[src/rtl/acc_pkg.sv]
// Shared definitions for the accumulate datapath: scheduler state encoding,
// default run-count width and datapath status encodings.
package acc_pkg;

    localparam int ACC_CNT_BIT = 31;

    typedef enum logic [1:0] {
        S_IDLE   = 2'b00,
        S_LAUNCH = 2'b01,
        S_WAIT   = 2'b10,
        S_DRAIN  = 2'b11
    } state_e;

    // Datapath status as seen on {done, idle}.
    typedef enum logic [1:0] {
        DP_BUSY      = 2'b00,
        DP_IDLE      = 2'b01,
        DP_DONE      = 2'b10,
        DP_DONE_IDLE = 2'b11
    } dp_status_e;

    function automatic dp_status_e dp_status(input logic idle, input logic done);
        return dp_status_e'({done, idle});
    endfunction

endpackage

[src/rtl/acc_job_fifo.sv]
// DEPTH x WIDTH synchronous FIFO with push/pop, flush, full/empty and level.
// DEPTH must be a power of two so the pointers wrap naturally.
module acc_job_fifo #(
    parameter int DEPTH = 2,
    parameter int WIDTH = 31,
    localparam int PW   = (DEPTH > 1) ? $clog2(DEPTH) : 1,
    localparam int LW   = $clog2(DEPTH) + 1
) (
    input  logic             clk,
    input  logic             rst_n,
    input  logic             clr_i,
    input  logic             push_i,
    input  logic [WIDTH-1:0] data_i,
    input  logic             pop_i,
    output logic [WIDTH-1:0] data_o,
    output logic             full_o,
    output logic             empty_o,
    output logic [LW-1:0]    level_o
);

    localparam logic [LW-1:0] LVL_FULL = LW'(DEPTH);

    logic [WIDTH-1:0] mem_q [DEPTH];
    logic [WIDTH-1:0] mem_d [DEPTH];
    logic [PW-1:0]    wr_ptr_q, wr_ptr_d;
    logic [PW-1:0]    rd_ptr_q, rd_ptr_d;
    logic [LW-1:0]    level_q, level_d;
    logic             do_push_s, do_pop_s;

    // Next-state for storage, pointers and occupancy; flush overrides everything.
    always_comb begin
        do_push_s = push_i & ~full_o;
        do_pop_s  = pop_i & ~empty_o;
        mem_d     = mem_q;
        mem_d[wr_ptr_q] = do_push_s ? data_i : mem_q[wr_ptr_q];
        if (clr_i) begin
            wr_ptr_d = {PW{1'b0}};
            rd_ptr_d = {PW{1'b0}};
            level_d  = {LW{1'b0}};
        end else begin
            wr_ptr_d = do_push_s ? wr_ptr_q + PW'(1) : wr_ptr_q;
            rd_ptr_d = do_pop_s  ? rd_ptr_q + PW'(1) : rd_ptr_q;
            case ({do_push_s, do_pop_s})
                2'b10:   level_d = level_q + LW'(1);
                2'b01:   level_d = level_q - LW'(1);
                default: level_d = level_q;
            endcase
        end
    end

    // Storage and pointer registers.
    always_ff @(posedge clk or negedge rst_n) begin
        if (!rst_n) begin
            for (int i = 0; i < DEPTH; i++) begin
                mem_q[i] <= {WIDTH{1'b0}};
            end
            wr_ptr_q <= {PW{1'b0}};
            rd_ptr_q <= {PW{1'b0}};
            level_q  <= {LW{1'b0}};
        end else begin
            mem_q    <= mem_d;
            wr_ptr_q <= wr_ptr_d;
            rd_ptr_q <= rd_ptr_d;
            level_q  <= level_d;
        end
    end

    assign data_o  = mem_q[rd_ptr_q];
    assign full_o  = (level_q == LVL_FULL);
    assign empty_o = (level_q == {LW{1'b0}});
    assign level_o = level_q;

endmodule

[src/rtl/acc_job_scheduler.sv]
// Job scheduler for the 4-core accumulate datapath: queues row-count jobs,
// launches them one at a time, watches for completion and flags timeouts.
module acc_job_scheduler
    import acc_pkg::*;
#(
    parameter int                CNT_BIT  = ACC_CNT_BIT,
    parameter int                QDEPTH   = 2,
    parameter int                TO_BIT   = 16,
    parameter logic [TO_BIT-1:0] TIMEOUT  = 16'hFFFF,
    parameter int                JOBS_BIT = 8,
    localparam int               LW       = $clog2(QDEPTH) + 1
) (
    input  logic                clk,
    input  logic                reset_n,
    input  logic                job_valid_i,
    input  logic [CNT_BIT-1:0]  job_count_i,
    output logic                job_ready_o,
    input  logic                abort_i,
    input  logic                err_clr_i,
    output logic                start_run_o,
    output logic [CNT_BIT-1:0]  run_count_o,
    input  logic                dp_idle_i,
    input  logic                dp_done_i,
    output logic                busy_o,
    output logic [JOBS_BIT-1:0] jobs_done_o,
    output logic                err_o,
    output logic [LW-1:0]       q_level_o
);

    state_e              state_q, state_d;
    logic [CNT_BIT-1:0]  run_cnt_q, run_cnt_d;
    logic [TO_BIT-1:0]   to_cnt_q, to_cnt_d;
    logic [JOBS_BIT-1:0] jobs_q, jobs_d;
    logic                err_q, err_d;
    logic                start_q, start_d;

    logic                fifo_push_s, fifo_pop_s;
    logic                fifo_full_s, fifo_empty_s;
    logic [CNT_BIT-1:0]  head_s;
    logic [LW-1:0]       fifo_level_s;
    logic [TO_BIT-1:0]   to_inc_s;

    // A push coinciding with abort is dropped along with the rest of the queue.
    assign fifo_push_s = job_valid_i & ~fifo_full_s & ~abort_i;
    assign to_inc_s    = to_cnt_q + TO_BIT'(1);

    acc_job_fifo #(
        .DEPTH (QDEPTH),
        .WIDTH (CNT_BIT)
    ) u_fifo (
        .clk     (clk),
        .rst_n   (reset_n),
        .clr_i   (abort_i),
        .push_i  (fifo_push_s),
        .data_i  (job_count_i),
        .pop_i   (fifo_pop_s),
        .data_o  (head_s),
        .full_o  (fifo_full_s),
        .empty_o (fifo_empty_s),
        .level_o (fifo_level_s)
    );

    // Next-state, counters and status; abort is applied last so it wins.
    always_comb begin
        state_d    = state_q;
        run_cnt_d  = run_cnt_q;
        to_cnt_d   = to_cnt_q;
        jobs_d     = jobs_q;
        fifo_pop_s = 1'b0;
        err_d      = err_clr_i ? 1'b0 : err_q;

        case (state_q)
            S_IDLE: begin
                if (!fifo_empty_s && dp_idle_i) begin
                    fifo_pop_s = 1'b1;
                    if (head_s == {CNT_BIT{1'b0}}) begin
                        jobs_d = jobs_q + JOBS_BIT'(1);
                    end else begin
                        run_cnt_d = head_s;
                        state_d   = S_LAUNCH;
                    end
                end else begin
                    state_d = S_IDLE;
                end
            end
            S_LAUNCH: begin
                to_cnt_d = {TO_BIT{1'b0}};
                state_d  = S_WAIT;
            end
            S_WAIT: begin
                to_cnt_d = to_inc_s;
                if (dp_done_i) begin
                    state_d = S_DRAIN;
                end else if (to_inc_s == TIMEOUT) begin
                    err_d   = 1'b1;
                    state_d = S_IDLE;
                end else begin
                    state_d = S_WAIT;
                end
            end
            S_DRAIN: begin
                if (dp_idle_i) begin
                    jobs_d  = jobs_q + JOBS_BIT'(1);
                    state_d = S_IDLE;
                end else begin
                    state_d = S_DRAIN;
                end
            end
            default: begin
                state_d = S_IDLE;
            end
        endcase

        if (abort_i) begin
            state_d    = S_IDLE;
            fifo_pop_s = 1'b0;
            run_cnt_d  = run_cnt_q;
            to_cnt_d   = {TO_BIT{1'b0}};
            jobs_d     = jobs_q;
            err_d      = err_clr_i ? 1'b0 : err_q;
        end else begin
            fifo_pop_s = fifo_pop_s;
        end

        start_d = (state_d == S_LAUNCH);
    end

    // Scheduler state and status registers.
    always_ff @(posedge clk or negedge reset_n) begin
        if (!reset_n) begin
            state_q   <= S_IDLE;
            run_cnt_q <= {CNT_BIT{1'b0}};
            to_cnt_q  <= {TO_BIT{1'b0}};
            jobs_q    <= {JOBS_BIT{1'b0}};
            err_q     <= 1'b0;
            start_q   <= 1'b0;
        end else begin
            state_q   <= state_d;
            run_cnt_q <= run_cnt_d;
            to_cnt_q  <= to_cnt_d;
            jobs_q    <= jobs_d;
            err_q     <= err_d;
            start_q   <= start_d;
        end
    end

    assign start_run_o = start_q;
    assign run_count_o = run_cnt_q;
    assign jobs_done_o = jobs_q;
    assign err_o       = err_q;
    assign busy_o      = (state_q != S_IDLE) | ~fifo_empty_s;
    assign job_ready_o = ~fifo_full_s;
    assign q_level_o   = fifo_level_s;

endmodule

[config.mk]
export PLATFORM = sky130hd
export DESIGN_NAME = acc_job_scheduler
export DESIGN_NICKNAME = d
export VERILOG_FILES = /design/src/rtl/acc_pkg.sv /design/src/rtl/acc_job_fifo.sv /design/src/rtl/acc_job_scheduler.sv
export SDC_FILE = /design/constraint.sdc
export NUM_CORES = 1
export LEC_CHECK = 0
export BUFFER_PORTS_ARGS = -buffer_cell sky130_fd_sc_hd__buf_2
export CAP_MARGIN = 10
export CORE_MARGIN = 4
export CORE_UTILIZATION = 30
export DETAILED_ROUTE_END_ITERATION = 10
export PLACE_DENSITY_LB_ADDON = 0.1
export SYNTH_ARGS = -nofsm -noshare
export SYNTH_HDL_FRONTEND = slang
export SYNTH_HIERARCHICAL = 1
export SYNTH_SLANG_ARGS = --single-unit
[constraint.sdc]
create_clock -name clk -period 2.8 [get_ports clk]
set_input_delay 0.14 -clock clk [delete_from_list [all_inputs] [get_ports clk]]
set_output_delay 0.14 -clock clk [all_outputs]
set_load 0.05 [all_outputs]
==> results of run 1 <==
-- worst paths after layout --
path                                      to  cells past startpoint
max                           jobs_done_o[1]                      9
min reg2reg                   jobs_done_o[7]                      1
max reg2reg                   jobs_done_o[1]                      9
min                        u_fifo/level_o[0]                      2
min in group asynchronous        to_cnt_q[5]                      2
max in group asynchronous        start_run_o                      3
-- state kept, by name, summed over array words and instances, names as in the netlist, 2 cells and up --
| name | cells |
|---|---|
| run_count_o | 31 |
| u_fifo/mem_q | 62 |
| jobs_done_o | 8 |
| to_cnt_q | 16 |
| state_q | 2 |
| u_fifo/level_o | 2 |
-- final cells by class --
| cell class | count | area share, % |
|---|---|---|
| timing repair buffer | 128 | 11.9 |
| tap | 234 | 3.92 |
| inverter | 8 | 0.402 |
| clock buffer | 20 | 6.11 |
| sequential | 125 | 41.9 |
| multi-input combinational | 298 | 33.3 |
| clock inverter | 12 | 2.48 |
-- cell families after synthesis --
logic type | after synthesis
muxes | 127
DFF | 125
and+or+nand+nor | 98
AOI/OAI and AO/OA | 59
buffers and inverters | 31
xor gates and xnor gates | 11
adders and majority gates | 3
-- placed cells by master, fill, tap and decap left out, types with 3 or more instances in the layout --
cell	netlist	routed
dfrtp_1	125	125
mux2_2	123	123
buf_2	11	81
dlygate4sd3_1	0	32
o21ai_0	28	28
nor2_1	21	21
nand2_1	20	20
clkbuf_16	0	17
buf_4	1	11
nor4_1	11	10
nand3_1	11	10
a21oi_1	9	9
xnor2_1	8	8
inv_1	7	7
nand4_1	7	7
nor3_1	4	4
o2111ai_1	4	4
and3_1	4	4
a31oi_1	4	4
bufinv_16	0	4
clkinv_4	0	4
buf_12	0	4
xor2_1	3	3
and4_1	3	3
ha_1	3	3
-- layer usage --
layer / routed length [µm] / vias to the layer above / part of all wire [%]
li1: - / 1904 / -
met1: 6560 / 2036 / 47
met2: 6620 / 79 / 48
met3: 520 / 13 / 3.7
met4: 169 / 0 / 1.2
met5: 0 / - / 0
-- repair_timing --
item                       CTS  global route
setup endpoints to repair    0             1
buffers inserted             0             1
hold endpoints to repair   145             0
gates resized for setup      0             1
hold buffers                32             0
-- power breakdown --
part	internal (W)	switching, W
clock network	0.00155	0.000829
registers	0.00230	0.000279
logic	0.000678	0.00123
-- stage by stage --
stage / hold slack, ns / cells
CTS: 0.0163 / 824
global placement: 0.0178 / 760
detailed placement: 0.0223 / 760
finish: 0.0276 / 825
floorplan: -0.156 / 454
global route: 0.0341 / 825
==> impl_metrics.py, run 1 <==
metrics = {
    "global_routing": {
        "grt_busiest_layer": "met2",
        "use_met1_pct": 18.3,
        "grt_use_met3_pct": 3.60,
        "overflow": 0,
        "grt_pass1_vias": 4305,
        "grt_pass1_wl_mm": 23.0,
        "grt_max_degree": 71,
        "grtUsageMet2_pct": 21.3,
        "grt_usage_pct": 13.6,
        "antenna_found_initial": 0,
    },
    "run": {
        "cap_violations": 0,
    },
    "setup_path": {
        "crit_family": "simple AND/OR/NAND/NOR gates",
        "arrival_ns": 2.89,
        "path_class": "flop to flop",
        "reg2reg_setup_slack_ns": 0.21,
        "start_kind": "flop",
        "worstPathMaxFanout": 18,
        "cp_cell_sequence": "buf_12, mux2_2, nor4_1, nand4_1, buf_4, nor3_1, buf_4, nor2_1, mux2_2",
        "end_kind": "flop",
        "startpoint": "u_fifo/rd_ptr_q",
        "cp.required_ns": 3.10,
        "critPathMaxStageDelay_ns": 0.43,
        "rr_startpoint": "u_fifo/rd_ptr_q",
        "cp_num_buf_inv": 3,
        "cp_slowest_cell": "nor4_1",
    },
    "timing": {
        "max_freq_ghz": 0.386,
        "slew_violations": 0,
        "hold_viol": 0,
        "fin_skew_ns": 0.00877,
        "fin_tns_setup_ns": 0,
        "period_minus_slack_ns": 2.59,
        "setup_viol": 0,
        "layout_setup_ws_ns": 0.210,
        "rsz0062_at_grt": "false",
        "period_share_pct": 92.5,
        "relSlewSlack_pct": 52.1,
        "tightest_slew_ns": 0.716,
    },
    "layout": {
        "diodes": 0,
        "nNetsFinal": 619,
        "multi_input_area_um2": 2490,
        "num-fill-cells": 1788,
        "final_util_pct": 39.8,
        "drive_above_1_share_pct": 44.2,
        "final_area_um2": 7470,
        "area_delta_synth_final_pct": 29.9,
        "register_area_um2": 3130,
    },
    "placement": {
        "dp_hpwl_mm": 9.36,
        "routabilityCongestion": 0.734,
        "placed_area_um2": 6500,
        "io_buffers": 82,
        "place_ws_ns": 0.164,
    },
    "floorplanning": {
        "die_w_um": 146,
        "die-area_um2": 21500,
        "pin_count": 83,
        "coreArea_um2": 18800,
        "start_util_pct": 30.7,
        "fp.dieH_um": 146,
        "fp-row-count": 50,
    },
    "power_and_ir_drop": {
        "total_power_w": 0.00686,
        "power_leakage_nw": 3.34,
        "power_density_nw_per_um2": 918,
        "irDropWorstVdd_uv": 595,
    },
    "yosys": {
        "synthArstFlopShare_pct": 100,
        "synth-edff-count": 0,
        "yosysSeqAreaShare_pct": 54.4,
        "synth_flop_cell": "dfrtp_1",
        "syn-num-nets": 495,
        "synth_most_common_cell": "dfrtp_1",
        "synth_seq_cells": 125,
        "synthSimpleGateAreaFrac_pct": 9.57,
        "synth.avg_cell_area_um2": 12.7,
        "synth_top_family_by_area": "multiplexers",
        "synth-compound-area-share_pct": 6.20,
        "yosysWarningCount": 6,
        "synth_commonest_cells": "125 x dfrtp_1, 123 x mux2_2, 28 x o21ai_0",
        "netlist_area_um2": 5750,
        "synth_fa_ha_area_share_pct": 0.652,
        "synth_xor_area_share_pct": 1.67,
        "yosysUniqueCellTypes": 49,
        "synthMuxAreaShare_pct": 24.8,
        "netlist.area_leader.share_pct": 54.4,
        "yosysTopAreaCell": "dfrtp_1",
        "synth_area_leaders": "dfrtp_1 54%, mux2_2 24%, o21ai_0 2.4%",
        "synthCells": 454,
    },
    "clock_tree": {
        "clk_pin_slew_ns": 0.06,
        "clkSinkCount": 125,
        "h-tree-depth": 4,
        "cts-buffers-inserted": 17,
        "clockBufferDepth": 2,
        "clkLatencyLatePin_ns": 0.41,
        "root_buffer": "clkbuf_16",
        "tritoncts": "built",
    },
    "routing": {
        "via_per_inst": 4.89,
        "drtIter0Drc": 184,
        "routed_wl_mm": 13.9,
        "dr.pass1.iters": 4,
        "drc_errors": 0,
        "post_drt_wl_per_cell_um": 16.8,
        "ant_nets": 0,
        "vias": 4032,
    },
    "worst_hold_path": {
        "hold_path.class": "input pin to flop",
        "min_from": "abort_i",
    },
    "status": {
        "status": "finished, final reports clean",
    },
}
Power figures use the tool's default switching activity.
==> run 2, diff against run 1 <==
- REMOVE_ABC_BUFFERS: default -> 1
==> run 2 against run 1 <==
- sequential share of layout area increased by 0.19 points
- count of clock-buffer cells in the layout increased by 3
- die area unchanged
- non-clock buffer count decreased by 1
- flip-flop and latch count unchanged
- clock skew increased by 0.00067 ns
- final area decreased by 0.40%
- cell count decreased by 0.24%
- critical path depth decreased by 2
- utilization decreased by 0.16 points
- global-route usage about the same
- critical path type unchanged
==> impl_metrics.py, run 2 (synthesis gave the netlist of run 1 again) <==
metrics = {
    "timing": {
        "fin_skew_ns": 0.00944,
        "tightest_slew_ns": 0.735,
        "period_share_pct": 92.8,
        "slew_violations": 0,
        "rsz0062_at_grt": "false",
        "setup_viol": 0,
        "hold_viol": 0,
        "period_minus_slack_ns": 2.60,
        "relSlewSlack_pct": 51.0,
        "max_freq_ghz": 0.385,
        "whs_ns": 0.0114,
    },
    "layout": {
        "largest_reg_flops": 62,
        "fin_cells": 823,
        "layout_commonest_cell": "dfrtp_1",
        "final_util_pct": 39.7,
        "mostFrequentLayoutCells": "124 x dfrtp_1, 123 x mux2_2, 81 x buf_2",
        "nNetsFinal": 618,
        "diodes": 0,
        "drive_above_1_share_pct": 44.5,
        "largest_register": "u_fifo/mem_q",
        "area_delta_synth_final_pct": 29.4,
    },
    "power_and_ir_drop": {
        "power_density_nw_per_um2": 898,
        "power_leakage_nw": 3.31,
        "irDropWorstVdd_uv": 595,
    },
    "clock_tree": {
        "clkLatencyLatePin_ns": 0.41,
        "cts-buffers-inserted": 17,
        "clockBufferDepth": 2,
        "clk_pin_slew_ns": 0.06,
        "h-tree-depth": 4,
        "tritoncts": "built",
        "clkSinkCount": 125,
        "root_buffer": "clkbuf_16",
    },
    "setup_path": {
        "cp.required_ns": 3.09,
        "worstPathMaxFanout": 16,
        "arrival_ns": 2.89,
        "path_class": "flop to flop",
        "end_kind": "flop",
        "start_kind": "flop",
    },
    "routing": {
        "drc_errors": 0,
        "drtIter0Drc": 163,
        "ant_nets": 0,
        "vias": 4001,
        "routed_wl_mm": 14.0,
        "post_drt_wl_per_cell_um": 17.0,
        "dr.pass1.iters": 4,
        "via_per_inst": 4.86,
    },
    "floorplanning": {
        "pin_count": 83,
        "fp-row-count": 50,
        "die-area_um2": 21500,
        "start_util_pct": 30.7,
        "fp.dieH_um": 146,
        "die_w_um": 146,
        "coreArea_um2": 18800,
    },
    "global_routing": {
        "overflow": 0,
        "grt_usage_pct": 13.5,
        "grt_pass1_wl_mm": 22.9,
        "grt_pass1_vias": 4361,
        "grt_max_degree": 53,
        "antenna_found_initial": 0,
    },
    "placement": {
        "routabilityCongestion": 0.784,
        "dp_cells": 761,
        "dp_hpwl_mm": 9.62,
        "io_buffers": 82,
    },
    "status": {
        "status": "finished, final reports clean",
    },
    "worst_hold_path": {
        "hold_path.class": "input pin to flop",
    },
    "run": {
        "cap_violations": 0,
    },
}
## run 2: routing by layer
metal / wire (µm) / share of wire [%] / GRT usage, % / vias up
li1: - / - / - / 1909
met1: 6270 / 45 / 16.8 / 2011
met2: 7040 / 50 / 22.8 / 69
met3: 478 / 3.4 / 3.48 / 12
met4: 169 / 1.2 / 4.94 / 0
met5: 0 / 0 / 0 / -
## run 2: layout make-up
cell class	instances	area [µm²]
fillers	1793	11300
flip-flops and latches	125	3130
multi-input cells	298	2500
repair buffers	127	891
clock buffers	23	488
well taps	234	293
clock inverters	8	108
inverters	8	30.0
## run 2: final timing paths
path | startpoint | endpoint | slack (ns) | depth (start not counted)
min in group asynchronous | reset_n | u_fifo/mem_q[11] | 0.34 | 2
worst min-delay path | job_count_i[18] | u_fifo/mem_q[49] | 0.01 | 2
worst max-delay path | u_fifo/rd_ptr_q | run_count_o[16] | 0.20 | 7
worst min register to register | jobs_done_o[7] | jobs_done_o[7] | 0.46 | 1
max in group asynchronous | reset_n | run_count_o[21] | 1.56 | 3
worst max register to register | u_fifo/rd_ptr_q | run_count_o[16] | 0.20 | 7
## run 2: power by group
group	internal [W]	switching (W)
Clock	0.00140	0.000789
Combinational	0.000683	0.00123
Sequential	0.00230	0.000277
## run 2: worst max-delay path, cell delays in order (launching register included)
cell	delay, ns
dfrtp_2	0.44
buf_12	0.19
mux2_2	0.37
nor4_2	0.39
nand4_1	0.27
o21ai_4	0.27
buf_12	0.19
mux2_2	0.34
## run 2: metrics by stage
stage / setup TNS (ns) / total power [W] / worst slack, ns / cell area [µm²]
6_report: 0 / 0.00668 / 0.201 / 7440
5_1_grt: 0 / 0.00702 / 0.00767 / 7440
4_1_cts: 0 / 0.00678 / 0.0544 / 7420
3_5_place_dp: 0 / 0.00451 / 0.0635 / 6520
3_3_place_gp: 0 / 0.00447 / 0.0337 / 6520
2_1_floorplan: -45.54 / 0.00393 / -1.00 / 5630
## run 2: repair_timing
| item | 4_1_cts | 5_1_grt |
|---|---|---|
| resized for setup | 0 | 3 |
| endpoints found under the hold margin | 110 | 0 |
| hold buffers | 31 | 0 |
| setup endpoints to repair | 0 | 37 |
| setup buffers | 0 | 0 |
==> run 3, diff against run 2 <==
- SYNTH_HIERARCHICAL: 1 -> default
==> run 3 against run 2 <==
- via count rose by 5.3%
- setup slack improved by 0.32 ns
- critical path depth is the same
- synthesized area about the same
- final area down 1.3%
- combinational power is 40% higher
- utilization down 0.51 points
- sequential power rose by 16%
- clock skew grew 0.0026 ns
- wire length up 1.1%
- critical path type unchanged
- largest power group unchanged
==> impl_metrics.py, run 3 <==
metrics = {
    "setup_path": {
        "start_kind": "flop",
        "rr_startpoint": "state_q[0]",
        "cp.required_ns": 3.13,
        "cp-endpoint": "run_count_o[29]",
        "arrival_ns": 2.62,
        "end_kind": "flop",
        "r2r-end": "run_count_o[29]",
        "reg2reg_setup_slack_ns": 0.52,
        "path_class": "flop to flop",
        "startpoint": "state_q[0]",
        "reg2reg_depth": 7,
        "worstPathMaxFanout": 24,
    },
    "layout": {
        "mostFrequentLayoutCells": "124 x dfrtp_1, 81 x buf_2, 63 x mux2_2",
        "register_area_um2": 3130,
        "fin_cells": 860,
        "largest_reg_flops": 62,
        "drive_above_1_share_pct": 31.8,
        "multi_input_area_um2": 2480,
        "num-fill-cells": 1826,
        "final_util_pct": 39.1,
        "diodes": 0,
        "largest_register": "u_fifo.mem_q",
        "nNetsFinal": 655,
        "layout_commonest_cell": "dfrtp_1",
        "area_delta_synth_final_pct": 27.7,
        "final_area_um2": 7350,
    },
    "timing": {
        "tightest_slew_ns": 0.757,
        "period_share_pct": 81.5,
        "max_freq_ghz": 0.438,
        "period_minus_slack_ns": 2.28,
        "layout_setup_ws_ns": 0.517,
        "slew_violations": 0,
        "fin_skew_ns": 0.0120,
        "rsz0062_at_grt": "false",
        "hold_viol": 0,
        "relSlewSlack_pct": 49.4,
        "setup_viol": 0,
    },
    "global_routing": {
        "antenna_found_initial": 1,
        "grt_max_degree": 61,
        "overflow": 0,
        "grt_pass1_vias": 4500,
        "grt_usage_pct": 13.7,
        "grt_pass1_wl_mm": 23.4,
    },
    "routing": {
        "drtIter0Drc": 221,
        "post_drt_wl_per_cell_um": 16.4,
        "dr.pass1.iters": 4,
        "ant_nets": 0,
        "drc_errors": 0,
        "vias": 4215,
        "routed_wl_mm": 14.1,
        "via_per_inst": 4.90,
    },
    "worst_hold_path": {
        "hold_path.class": "input pin to flop",
    },
    "clock_tree": {
        "h-tree-depth": 4,
        "clkLatencyLatePin_ns": 0.42,
        "post-cts-setup-buffer-count": 0,
        "root_buffer": "clkbuf_16",
        "clk_pin_slew_ns": 0.05,
        "cts-buffers-inserted": 17,
        "clkSinkCount": 125,
        "clockBufferDepth": 2,
        "tritoncts": "built",
    },
    "yosys": {
        "synth_commonest_cells": "125 x dfrtp_1, 63 x mux2_2, 50 x nor2_1",
        "netlist.area_leader.share_pct": 54.4,
        "yosysTopAreaCell": "dfrtp_1",
        "synthCells": 499,
        "synthArstFlopShare_pct": 100,
        "synth_flop_cell": "dfrtp_1",
        "netlist_area_um2": 5750,
        "synth_seq_cells": 125,
        "synth_area_leaders": "dfrtp_1 54%, mux2_2 12%, mux2i_1 5.9%",
        "synth.avg_cell_area_um2": 11.5,
        "synth_most_common_cell": "dfrtp_1",
        "yosysSeqAreaShare_pct": 54.4,
        "synth-edff-count": 0,
        "yosysWarningCount": 0,
        "yosysUniqueCellTypes": 47,
    },
    "floorplanning": {
        "fp-row-count": 50,
        "die-area_um2": 21500,
        "die_w_um": 146,
        "pin_count": 83,
        "start_util_pct": 30.7,
        "fp.dieH_um": 146,
        "coreArea_um2": 18800,
    },
    "placement": {
        "placed_area_um2": 6460,
        "io_buffers": 82,
        "place_ws_ns": 0.511,
        "dp_hpwl_mm": 9.65,
        "dp_cells": 797,
        "routabilityCongestion": 0.765,
    },
    "status": {
        "status": "finished, final reports clean",
    },
    "power_and_ir_drop": {
        "irDropWorstVdd_uv": 423,
        "power_density_nw_per_um2": 1060,
        "power_leakage_nw": 3.18,
    },
    "run": {
        "cap_violations": 0,
    },
}
[run 3: changes by cell type in the layout (fill, tap and decap cells not counted), moves of 7 or more]
cell     change
a21oi_1     +29
xor2_1       +7
mux2i_1     +32
nor2_1      +29
mux2_2      -60
[run 3: worst min-delay path by stage]
| stage | start | to | slack (ns) | cells after the start |
|---|---|---|---|---|
| 6_report | err_clr_i | err_o | 0.04 | 3 |
| 2_1_floorplan | reset_n | err_o | -0.16 | 0 |
| 4_1_cts | err_clr_i | err_o | 0.02 | 3 |
| 3_3_place_gp | reset_n | u_fifo.mem_q[26] | 0.19 | 1 |
| 5_1_grt | abort_i | u_fifo.level_o[0] | 0.03 | 2 |
| 3_5_place_dp | reset_n | run_count_o[26] | 0.19 | 1 |
[run 3: worst max-delay path, cell delays in order, from the launching register on]
cell	delay (ns)
dfrtp_1	0.46
nor2_2	0.22
nand3b_2	0.17
nor2_1	0.24
a21boi_4	0.68
buf_12	0.24
nor2_1	0.05
a21oi_1	0.11
[run 3: per-stage QoR]
step	TNS [ns]	total power (W)	hold slack (ns)
3_5_place_dp	0	0.00570	0.189
3_3_place_gp	0	0.00564	0.191
2_1_floorplan	-90.20	0.00490	-0.156
6_report	0	0.00779	0.0404
4_1_cts	0	0.00791	0.0203
5_1_grt	0	0.00826	0.0319
[run 3: cells by family after synthesis]
kind of cell | after synthesis | share of synthesized area [%]
flip-flops | 125 | 54.4
XOR/XNOR | 14 | 2.13
multiplexers | 97 | 18.2
buffers and inverters | 36 | 2.89
AO/OA/AOI/OAI | 85 | 8.76
adder cells (fa/ha/maj) | 3 | 0.652
AND/OR/NAND/NOR | 139 | 13.0
[run 3: where the power goes]
| part | total (W) | internal [W] | leakage (nW) | switching [W] |
|---|---|---|---|---|
| logic | 0.00268 | 0.000963 | 1.38 | 0.00171 |
| registers | 0.00299 | 0.00247 | 1.52 | 0.000516 |
| clock network | 0.00213 | 0.00137 | 0.280 | 0.000760 |
| total | 0.00779 | 0.00480 | 3.18 | 0.00299 |
[run 3: metal layers]
metal / GRT usage, % / vias to the layer above / routed length (µm)
met2: 21.8 / 74 / 6680
li1: - / 2029 / -
met3: 4.10 / 17 / 476
met1: 17.8 / 2093 / 6740
met4: 4.66 / 2 / 195
met5: 0 / - / 13
[run 3: area by class of cell]
cell class | instances | area share, %
Tap cell | 234 | 3.99
Inverter | 7 | 0.358
Multi-Input combinational cell | 338 | 33.7
Sequential cell | 125 | 42.6
Timing Repair Buffer | 125 | 11.6
Clock inverter | 7 | 1.19
Clock buffer | 24 | 6.56
[run 3: repair_timing]
item                                   in CTS  in global routing
hold buffers                               32                  0
resized for setup                           0                  0
endpoints found under the hold margin      99                  0
